<file path="config.mk">
export PLATFORM = sky130hd
export DESIGN_NAME = challenge_requester
export DESIGN_NICKNAME = d
export VERILOG_FILES = /design/src/rtl/challenge_requester.sv
export SDC_FILE = /design/constraint.sdc
export NUM_CORES = 1
export LEC_CHECK = 0
export CAP_MARGIN = 10
export CORE_ASPECT_RATIO = 2
export CORE_MARGIN = 1.5
export CORE_UTILIZATION = 40
export CTS_CLUSTER_DIAMETER = 100
export DETAILED_ROUTE_END_ITERATION = 10
export GPL_ROUTABILITY_DRIVEN = 0
export PLACE_DENSITY = 0.95
export SETUP_SLACK_MARGIN = 0.15
export SLEW_MARGIN = 20
export SYNTH_ARGS = -nofsm -noshare
export SYNTH_HDL_FRONTEND = slang
export SYNTH_SLANG_ARGS = --single-unit
export TNS_END_PERCENT = 5
</file>
<file path="constraint.sdc">
create_clock -name clk -period 5.6 [get_ports clk]
set_clock_uncertainty 0.1 [all_clocks]
set_input_delay 0.84 -clock clk [delete_from_list [all_inputs] [get_ports clk]]
set_output_delay 0.84 -clock clk [all_outputs]
set_load 0.03 [all_outputs]
</file>
<file path="src/rtl/challenge_requester.sv">
// -----------------------------------------------------------------------------
// challenge_requester
// Initiator side of the CHALLENGE / CHALLENGE_AUTH exchange of the USB Type-C
// authentication driver. On Start it issues one CHALLENGE request (header plus
// 32-bit nonce) for a certificate slot. It then waits for the responder's
// CHALLENGE_AUTH, checks every field, and reports Pass/Fail with an error code.
//
// Ports
//   clk           clock, all logic on posedge
//   reset_L       asynchronous active-low reset
//   Start         begin an exchange (honoured only in IDLE)
//   Slot[7:0]     certificate slot to challenge (valid 0..7)
//   req_ready     transport accepts the request this cycle
//   req_valid     request header/payload valid
//   req_header    {PROTOCOL_VERSION, CHALLENGE_CMD, slot, 8'h00}
//   req_payload   {zeros, nonce[31:0]}
//   resp_valid    response header/payload valid
//   resp_header   CHALLENGE_AUTH header
//   resp_payload  CHALLENGE_AUTH payload
//   Busy          high in every state except IDLE
//   Done          one-cycle completion pulse
//   Auth_Pass     all response checks passed (valid with Done, then held)
//   Err_code[2:0] 0 ok, 1 version, 2 msg type, 3 slot, 4 mask/payload,
//                 5 timeout, 6 invalid slot
//
// Build option
//   CHALLENGE_RETRY_EN : when defined, a timeout re-sends the request with a
//                        fresh nonce up to RETRY_MAX times before reporting 5.
//
// State | meaning
//   IDLE      | waiting for Start
//   SEND      | request presented, waiting for req_ready
//   WAIT_RESP | request accepted, timing the response
//   REPORT    | one-cycle Done pulse, result registers already updated
// -----------------------------------------------------------------------------

`ifndef PROTOCOL_VERSION
`define PROTOCOL_VERSION 8'h01
`endif
`ifndef CHALLENGE_CMD
`define CHALLENGE_CMD 8'h83
`endif
`ifndef CHALLENGE_AUTH_CMD
`define CHALLENGE_AUTH_CMD 8'h03
`endif
`ifndef CERT_CHAINS_MASK
`define CERT_CHAINS_MASK 8'h01
`endif
`ifndef CAPABILITIES
`define CAPABILITIES 8'h02
`endif
`ifndef CHALLENGE_AUTH_HASH
`define CHALLENGE_AUTH_HASH 64'hDEAD_BEEF_CAFE_F00D
`endif
`ifndef SIZE_OF_HEADER_VARS
`define SIZE_OF_HEADER_VARS 8
`endif
`ifndef SIZE_OF_HEADER_IN_BYTES
`define SIZE_OF_HEADER_IN_BYTES 4
`endif
`ifndef MSG_LEN
`define MSG_LEN 128
`endif

module challenge_requester #(
    parameter int unsigned TIMEOUT_CYCLES = 1024,
    parameter int unsigned RETRY_MAX      = 2,
    parameter logic [31:0] LFSR_SEED      = 32'hACE1,
    localparam int         HW             = `SIZE_OF_HEADER_VARS * `SIZE_OF_HEADER_IN_BYTES,
    localparam int         PW             = `MSG_LEN - HW
) (
    input  logic          clk,
    input  logic          reset_L,
    input  logic          Start,
    input  logic [7:0]    Slot,
    input  logic          req_ready,
    output logic          req_valid,
    output logic [HW-1:0] req_header,
    output logic [PW-1:0] req_payload,
    input  logic          resp_valid,
    input  logic [HW-1:0] resp_header,
    input  logic [PW-1:0] resp_payload,
    output logic          Busy,
    output logic          Done,
    output logic          Auth_Pass,
    output logic [2:0]    Err_code
);

    typedef enum logic [1:0] {
        IDLE      = 2'd0,
        SEND      = 2'd1,
        WAIT_RESP = 2'd2,
        REPORT    = 2'd3
    } state_t;

    localparam int          TW        = $clog2(TIMEOUT_CYCLES + 1);
    localparam logic [TW-1:0] TIMER_LAST = TW'(TIMEOUT_CYCLES - 1);
    localparam logic [31:0] PL_PREFIX = {`PROTOCOL_VERSION, `PROTOCOL_VERSION, `CAPABILITIES, 8'h00};

    state_t        state_q, state_d;
    logic [31:0]   lfsr_q;
    logic [31:0]   nonce_q;
    logic [7:0]    slot_q;
    logic [TW-1:0] timer_q;
    logic          expired;
    logic          do_retry;
    logic [2:0]    resp_err;

    assign expired = (timer_q == TIMER_LAST);

`ifdef CHALLENGE_RETRY_EN
    localparam int RW = (RETRY_MAX > 0) ? $clog2(RETRY_MAX + 1) : 1;
    logic [RW-1:0] retry_cnt_q;

    assign do_retry = expired && (retry_cnt_q < RW'(RETRY_MAX));

    always_ff @(posedge clk or negedge reset_L) begin
        if (!reset_L) begin
            retry_cnt_q <= '0;
        end else if (state_q == IDLE && Start) begin
            retry_cnt_q <= '0;
        end else if (state_q == WAIT_RESP && !resp_valid && do_retry) begin
            retry_cnt_q <= retry_cnt_q + 1'b1;
        end
    end
`else
    assign do_retry = 1'b0;
`endif

    // First failing check wins; later checks are masked by the if-chain.
    always_comb begin
        resp_err = 3'd0;
        if (resp_header[HW-1-:8] != `PROTOCOL_VERSION) begin
            resp_err = 3'd1;
        end else if (resp_header[HW-9-:8] != `CHALLENGE_AUTH_CMD) begin
            resp_err = 3'd2;
        end else if (resp_header[15:8] != slot_q) begin
            resp_err = 3'd3;
        end else if (resp_header[7:0] != `CERT_CHAINS_MASK ||
                     resp_payload[PW-1-:32] != PL_PREFIX ||
                     resp_payload[PW-33:0] != `CHALLENGE_AUTH_HASH) begin
            resp_err = 3'd4;
        end
    end

    always_ff @(posedge clk or negedge reset_L) begin
        if (!reset_L) begin
            state_q <= IDLE;
        end else begin
            state_q <= state_d;
        end
    end

    always_comb begin
        state_d     = state_q;
        req_valid   = 1'b0;
        Busy        = 1'b1;
        Done        = 1'b0;
        req_header  = {`PROTOCOL_VERSION, `CHALLENGE_CMD, slot_q, 8'h00};
        req_payload = {{(PW-32){1'b0}}, nonce_q};
        case (state_q)
            IDLE: begin
                Busy = 1'b0;
                if (Start) begin
                    state_d = (Slot > 8'd7) ? REPORT : SEND;
                end
            end
            SEND: begin
                req_valid = 1'b1;
                if (req_ready) begin
                    state_d = WAIT_RESP;
                end
            end
            WAIT_RESP: begin
                // A response arriving on the expiry cycle takes precedence.
                if (resp_valid) begin
                    state_d = REPORT;
                end else if (expired) begin
                    state_d = do_retry ? SEND : REPORT;
                end
            end
            REPORT: begin
                Done    = 1'b1;
                state_d = IDLE;
            end
            default: state_d = IDLE;
        endcase
    end

    // The LFSR free-runs so the nonce depends on when Start arrives.
    always_ff @(posedge clk or negedge reset_L) begin
        if (!reset_L) begin
            lfsr_q    <= LFSR_SEED;
            nonce_q   <= '0;
            slot_q    <= '0;
            timer_q   <= '0;
            Auth_Pass <= 1'b0;
            Err_code  <= 3'd0;
        end else begin
            lfsr_q <= {1'b0, lfsr_q[31:1]} ^ (lfsr_q[0] ? 32'h8020_0003 : 32'h0);
            case (state_q)
                IDLE: begin
                    if (Start) begin
                        slot_q    <= Slot;
                        nonce_q   <= lfsr_q;
                        Auth_Pass <= 1'b0;
                        Err_code  <= (Slot > 8'd7) ? 3'd6 : 3'd0;
                    end
                end
                SEND: begin
                    if (req_ready) begin
                        timer_q <= '0;
                    end
                end
                WAIT_RESP: begin
                    if (resp_valid) begin
                        Err_code  <= resp_err;
                        Auth_Pass <= (resp_err == 3'd0);
                    end else if (expired) begin
                        if (do_retry) begin
                            nonce_q <= lfsr_q;
                        end else begin
                            Err_code <= 3'd5;
                        end
                    end else begin
                        timer_q <= timer_q + 1'b1;
                    end
                end
                default: ;
            endcase
        end
    end

endmodule

</file>
# Yosys cells after proc, flatten, opt, wreduce, memory -nomap -nowiden
# Index checks and enable logic that the tools add are counted.
# W data, S select, Z words.
# op_classes
bitwise_logic	1
n_eq_ne	16
reduce_logical	11
n_addsub	1
magnitude_cmp	1
n_mux	26
# op_table
cell	n
$ne A64 B64 Y1 const B	1
$mux W11	3
$mux W32	1
$ne A32 B25 Y1 const B	1
$xor A31 B32 Y32	1
$mux W3	8
$pmux W11 S2	1
$ne A8 B1 Y1 const B	2
$add A11 B1 Y11 const B	1
$eq A11 B10 Y1 const B	1
$mux W2	5
$ne A2 B2 Y1 const B	5
$reduce_and A3 Y1	3
$gt A8 B3 Y1 const B	1
$ne A8 B2 Y1 const B	1
$ne A8 B8 Y1	1
$pmux W2 S4	1
$pmux W3 S2	1
$mux W1	5
$eq A2 B2 Y1 const B	2
$reduce_and A4 Y1	1
$reduce_bool A2 Y1	2
$logic_not A3 Y1	1
$ne A3 B3 Y1 const B	1
5 further kinds	6
# word_totals
elab_cells	63
reg_bits	89
in_bits	141
out_inout_bits	135

# Depth between registers and ports, before layout
# Gate-level depths: netlist of the first run.
# logic_depth
depth_word	10
mapped_depth	8
depth_no_buf	7

# Worst setup path before layout of the first run
# Ideal clock, no wire load.
# synth_timing
path_kind	input port to flip-flop
from	in resp_header[5]
to	reg Err_code[2]
arrival_ns	2.089
path_buffers	0
path_stages	5
path_slack_ns	3.283
setup_ns	0.127
cell_sequence	or4_1 -> nor4_1 -> nand4_2 -> nor4_4 -> o21ai_1
# synth_between
elab_chain_len	9
# synth_lines
item	line_no	rtl
from (decl)	81	input logic [HW-1:0] resp_header,
$ne A8 B1 Y1 (no line)	--	
$logic_or A1 B1 Y1	139	end else if (resp_header[7:0] != `CERT_CHAINS_MASK ||
$logic_or A1 B1 Y1 (no line)	--	
$mux W3	139	
$mux W3	137	end else if (resp_header[15:8] != slot_q) begin
$mux W3	135	end else if (resp_header[HW-9-:8] != `CHALLENGE_AUTH_CMD) begin
$mux W3	133	if (resp_header[HW-1-:8] != `PROTOCOL_VERSION) begin
$mux W3	216	if (resp_valid) begin
$pmux W3 S2	201	case (state_q)
to (signal assigned)	207	Err_code <= (Slot > 8'd7) ? 3'd6 : 3'd0;
to (signal assigned)	217	Err_code <= resp_err;
to (decl)	86	output logic [2:0] Err_code
# Every way passes these cells.
# A chain may end at the register's enable or synchronous reset.

# Worst setup path in the final report of the first run
# layout_timing
from	reg state_q[0]
to	out Busy
# layout_between
elab_chain_len	2
# layout_lines
item	line_no	rtl
from (decl)	100	state_t state_q, state_d;
from (signal assigned)	150	state_q <= state_d;
$logic_not A2 Y1	161	case (state_q)
$mux W1	161	
to (decl)	83	output logic Busy,
# Every way passes these cells.

==> results.txt, run 1 <==
Outcome - finished clean
DR vias/cell - 4.752
Sequential cell area - 2237 um2
Hold crit path type - reg2reg
Worst Tran Pin Value - 0.9469 ns
Max rail drop VDD - 0.2751 mV
CP Launch Type - flop
Routed len/inst - 18.39 um
Remaining antenna violation count - 0
Clk slew on worst S/H paths - 0.07 ns
Top cells by count, synth - 88 x buf_4, 81 x dfrtp_1, 41 x mux2_2, 17 x nor2_1, 15 x xnor2_1
Fraction of the yosys area taken by sequential cells - 0.4978
RR Startpoint - state_q[0]
Initial antenna violation count - 5
Initial Utilization - 0.4106
Cell row count - 54
Pre-CTS WS - 2.651 ns
Core Footprint - 10950 um2
Arr. time, crit path - 1.85 ns
Cts bufs inserted - 9
Setup-failing EPs final - 0
Primary FF master, synth - dfrtp_1
Setup repair bufs after CTS - 0
Synth Instances - 376
Mux contribution to synthesized area - 0.1119
Grt ovf - 0
First-pass GRT wire length - 19720 um
Simple-gate share of the synthesized area - 0.1559
WL final - 13110 um
Achievable Freq - 357.9 MHz
Cell with the most instances after synthesis - buf_4
Root buffer cell - clkbuf_16
Critical-path cell list - inv_1 -> ha_1 -> inv_1 -> clkdlybuf4s50_1
Post-synthesis compound-gate area fraction - 0.02450
Total clock sinks - 89
Port Buffers - 187
Async SR Flop Fraction - 1.000
Overall global routing resource usage - 0.2240
Area grow syn2layout - 44.74%
Rel. slew slack - 0.3665
Netlist cell types - 49
TritonCTS clock tree - built
Full die area - 11920 um2
Number of synthesized flops with an enable pin - 0
Hold Crit Start - lfsr_q[7]
Final layout net count - 714
H-Tree Level Count - 3
CP dominant cell by count - inv_1
Worst path required time - 4.66 ns
Pwr dens - 321.8 nW/um2
Flops & latches, synth - 89
Post-synthesis xor/xnor area fraction - 0.03508
Final Hold Fails - 0
CP Max Fanout - 4
Critical path class - reg2out
Drt drc - 0
Quantity of gates resized following cts - 0
Multi-input combinational cell area - 1879 um2
Yosys top cell area share - 0.4510
Unrepaired setup endpoints after global routing - false
Vias post-DR - 3388
Mean Syn Cell Area - 11.95 um2
Setup ws final - 2.806 ns
Fill count - 842
Pleak - 0.002949 uW
DIE WIDTH - 77.95 um
Pre-antenna DRT Iters - 4
Final min period - 2.794 ns
Slowest cell delay on critical path - 0.71 ns
Crit end category - output pin
CP Launch Point - state_q[0]
Maxcap violations - 0
Top cells by area, synth - dfrtp_1 45%, buf_4 15%, mux2_2 10%, dfstp_2 4.7%, xnor2_1 2.9%
Clk Latency, worst-skew pair - 0.34 ns
CTS Hold Bufs - 0
Layout cell share with drive strength beyond 1 - 0.1381
Syn. warnings - 0
Critical-path top delay cell - clkdlybuf4s50_1
HPWL after DPL - 10690 um
IO Count - 276
Final slew viol count - 0
Cell taking the most area after synthesis - dfrtp_1
Post-synthesis adder-cell area fraction - 0.01670
Vias in the first global route - 3572
Die height - 152.9 um
CTS Buffer Depth - 2
Main combinational cell family by area after synthesis - buffers and inverters
Largest net degree at the start of global routing - 90
Mapped cell area - 4494 um2
Total negative setup slack - 0 ns
Final period utilization - 0.4989
Initial drt markers - 120
[cells in the final DEF (no fill, tap or decap), drive strengths merged, types with 4 or more instances in the layout]
| cell | n |
|---|---|
| clkdlybuf4s50 | 186 |
| conb | 88 |
| dfrtp | 81 |
| mux2 | 42 |
| nor2 | 17 |
| xnor2 | 15 |
| nor4 | 13 |
| inv | 11 |
| nand2 | 10 |
| clkbuf | 9 |
| nand4 | 9 |
| o21ai | 9 |
| dfstp | 8 |
| nor3 | 8 |
| nand3 | 7 |
| nor4b | 7 |
| ha | 6 |
| nand4b | 6 |
| nor3b | 4 |
| and4b | 4 |
[flip-flops by register name, indices dropped and copies added (netlist names)]
signal / flops
slot_q: 8
nonce_q: 32
lfsr_q: 32
state_q: 2
timer_q: 11
Auth_Pass: 1
Err_code: 3
[critical path: cells and delay by family, from the launching register on]
family,cells,cell delay (ns)
flip-flops,1,0.38
buffers and inverters,3,0.90
adder cells (fa/ha/maj),1,0.24
[logic make-up (layout without fill, tap and decap cells)]
group,count (synthesis),in the layout
and+or+nand+nor,99,99
buffers and inverters,99,209
DFF,89,89
muxes,45,45
AOI/OAI and AO/OA,18,18
xor gates and xnor gates,18,18
adders and majority gates,6,6
other,2,89
[through the flow]
step	cell area (um2)	utilization	hold WS (ns)	power, uW	cells
finish	6505	0.5943	0.2705	2094	713
global route	6505	0.5943	0.2766	2185	713
CTS	6499	0.5937	0.2708	2115	712
detailed placement	6183	0.5649	0.2575	1470	696
global placement	6183	0.5649	0.2539	1449	696
floorplan	4817	-	0.2501	1230	462
[routing by layer]
| layer | part of all wire | vias to the layer above | wire [um] | GRT usage |
|---|---|---|---|---|
| li1 | - | 1522 | - | - |
| met1 | 0.33 | 1620 | 4320 | 0.2154 |
| met2 | 0.54 | 215 | 7040 | 0.4058 |
| met3 | 0.10 | 29 | 1369 | 0.1021 |
| met4 | 0.028 | 2 | 364 | 0.08673 |
| met5 | 0.00099 | - | 13 | 0 |
[where the power goes]
group          switching [uW]  internal, uW  total [uW]
clock network             276           359         635
registers                49.9           699         749
logic                     398           311         709
total                     724          1370        2090
[area by class of cell]
cell class,instances,share of cell area
flip-flops and latches,89,0.3439
multi-input cells,274,0.2889
repair buffers,187,0.2879
clock buffers,9,0.03462
well taps,140,0.02693
clock inverters,7,0.01385
inverters,6,0.003462
diodes,1,0.0003847
[final timing paths]
kind | cells past startpoint | slack (ns) | endpoint
min | 0 | 0.27 | lfsr_q[6]
min reg2reg | 0 | 0.27 | lfsr_q[6]
max | 4 | 2.81 | Busy
max in group asynchronous | 1 | 4.41 | timer_q[9]
min in group asynchronous | 1 | 0.46 | nonce_q[20]
max reg2reg | 7 | 3.41 | timer_q[8]
No activity file was read; power rests on OpenSTA's default activity.
==> run 2: changes to the inputs <==
--- a/config.mk
+++ b/config.mk
@@ -8,11 +8,11 @@
 export CAP_MARGIN = 10
 export CORE_ASPECT_RATIO = 2
 export CORE_MARGIN = 1.5
-export CORE_UTILIZATION = 40
+export CORE_UTILIZATION = 38
 export CTS_CLUSTER_DIAMETER = 100
 export DETAILED_ROUTE_END_ITERATION = 10
 export GPL_ROUTABILITY_DRIVEN = 0
-export PLACE_DENSITY = 0.95
+export PLACE_DENSITY = 0.93
 export SETUP_SLACK_MARGIN = 0.15
 export SLEW_MARGIN = 20
 export SYNTH_ARGS = -nofsm -noshare
==> constraint.sdc (replaced) <==
create_clock -name clk -period 2.7 [get_ports clk]
set_clock_uncertainty 0.1 [all_clocks]
set_input_delay 0.405 -clock clk [delete_from_list [all_inputs] [get_ports clk]]
set_output_delay 0.405 -clock clk [all_outputs]
set_load 0.03 [all_outputs]
==> run 2 against run 1 <==
The flow now finishes with violations (negative hold slack). Final cell count is 1.4% higher. Clock power rose by 100%. Total power up 110%. Count of clock-buffer cells in the layout unchanged. Setup slack worse by 2.5 ns. Hold slack got worse by 0.28 ns. Core utilization fell by 3.1 points. Combinational power grew 110%. Flip-flop and latch count is the same. Non-clock buffer count rose by 4. Sequential power is 110% higher. First-iteration DRC count shrank 18%. Critical path type unchanged. Critical endpoint unchanged. Largest cell class unchanged.
==> results.txt, run 2 (same netlist as run 1, synthesis figures left out) <==
Outcome - finished with violations
Violated checks - negative hold slack
Cell Area, Placed - 6232 um2
Maxcap violations - 0
Clk slew on worst S/H paths - 0.07 ns
Root buffer cell - clkbuf_16
Critical-path cell list - inv_1 -> ha_1 -> inv_1 -> clkdlybuf4s50_1
Final Instance Area - 6548 um2
Total negative setup slack - 0 ns
TritonCTS clock tree - built
Final period utilization - 0.8842
Quantity of gates resized following cts - 0
Routed len/inst - 17.79 um
Top flop regs - lfsr_q: 32 flops, nonce_q: 32 flops, timer_q: 11 flops
Arr. time, crit path - 1.88 ns
Grt ovf - 0
Setup-failing EPs final - 0
Critical-path top delay cell - clkdlybuf4s50_1
Drt drc - 0
Critical path class - reg2out
Initial Utilization - 0.3864
Final min period - 2.387 ns
CP dominant cell by count - inv_1
Rel. slew slack - 0.5234
Commonest non-fill, non-tap cell in the layout - clkdlybuf4s50_1
Vias post-DR - 3437
DR vias/cell - 4.754
First-pass GRT wire length - 19180 um
Layout cell share with drive strength beyond 1 - 0.1441
CP bufs+invs - 3
CP Max Fanout - 4
Port Buffers - 187
Min Hold Slack - -0.008805 ns
Core Footprint - 11630 um2
Overall global routing resource usage - 0.2082
CTS Buffer Depth - 2
DIE WIDTH - 79.90 um
IO Count - 276
Hold crit path type - in2async
Initial antenna violation count - 6
Cell row count - 56
Slowest cell delay on critical path - 0.70 ns
Remaining antenna violation count - 0
Final Hold Fails - 6
Worst Tran Pin Value - 0.7089 ns
Final slew viol count - 0
Total clock sinks - 89
Crit end category - output pin
Pwr dens - 663.2 nW/um2
Unrepaired setup endpoints after global routing - false
WL final - 12860 um
Full die area - 12530 um2
Pleak - 0.002962 uW
Initial drt markers - 98
Vias in the first global route - 3662
CP Launch Type - flop
Worst path required time - 2.19 ns
Die height - 156.8 um
Fill count - 978
Max rail drop VDD - 0.5081 mV
Clk Latency, worst-skew pair - 0.33 ns
CTS Hold Bufs - 0
Commonest non-fill, non-tap cells in the layout - 186 x clkdlybuf4s50_1, 88 x conb_1, 81 x dfrtp_1
CP top delay family - buffers and inverters
H-Tree Level Count - 3
Cts bufs inserted - 9
HPWL after DPL - 10620 um
Achievable Freq - 418.9 MHz
Largest net degree at the start of global routing - 52
Pre-antenna DRT Iters - 4
Area grow syn2layout - 45.68%
Setup repair bufs after CTS - 0
Final layout net count - 718
-- run 2: cell types whose count changed in the layout (fill, tap and decap cells not counted), sizes merged --
cell	before	now
buf	1	5
clkinvlp	0	2
clkinv	1	0
diode	1	2
inv	11	10
-- run 2: layer usage --
layer / track usage / vias to the layer above / share of wire
li1: - / 1527 / -
met1: 0.1996 / 1650 / 0.32
met2: 0.3802 / 223 / 0.54
met3: 0.08338 / 31 / 0.11
met4: 0.08949 / 6 / 0.032
met5: 0 / - / 0.0025
-- run 2: worst reg2reg max path, stage by stage, from the launching register on --
cell	delay [ns]
dfrtp_1	0.40
inv_1	0.14
ha_1	0.40
nand2b_1	0.11
nor4_2	0.54
nor3_1	0.13
xnor2_1	0.20
nor2_1	0.06
-- run 2: area by class of cell --
class                           instances  area [um2]  share of cell area
Sequential cell                        89        2237              0.3417
Timing Repair Buffer                  191        1912              0.2920
Multi-Input combinational cell        274        1879              0.2870
Clock buffer                            9       225.2             0.03440
Tap cell                              145       181.4             0.02771
Clock inverter                          7       85.08             0.01299
Inverter                                6       22.52            0.003440
Antenna cell                            2       5.005           0.0007644
-- run 2: path summary, 6_finish.rpt --
| path | from | depth (start not counted) | slack (ns) | to |
|---|---|---|---|---|
| worst min-delay path | reset_L | 1 | -0.009 | nonce_q[18] |
| min in group clk | lfsr_q[6] | 0 | 0.27 | lfsr_q[5] |
| worst max register to register | state_q[0] | 7 | 0.48 | timer_q[6] |
| worst max-delay path | state_q[0] | 4 | 0.31 | Busy |
| max in group asynchronous | reset_L | 2 | 1.77 | nonce_q[26] |
| worst min register to register | lfsr_q[6] | 0 | 0.27 | lfsr_q[5] |
-- run 2: report_power, final --
part	leakage (uW)	switching, uW	internal, uW
combinational	0.00163	841	665
clock	0.000147	538	736
sequential	0.00118	111	1450
total	0.00296	1490	2850
-- run 2: stage by stage --
| stage | instances | util | setup slack [ns] | power (uW) | hold WS (ns) |
|---|---|---|---|---|---|
| finish | 723 | 0.5629 | 0.3127 | 4343 | -0.008805 |
| global route | 722 | 0.5627 | 0.2239 | 4568 | 0.03796 |
| CTS | 721 | 0.5625 | 0.2767 | 4395 | 0.008600 |
| detailed placement | 705 | 0.5358 | 0.2736 | 3100 | 0.2588 |
| global placement | 705 | 0.5358 | 0.2759 | 3040 | 0.2555 |
| floorplan | 462 | - | 0.7874 | 2552 | 0.009409 |
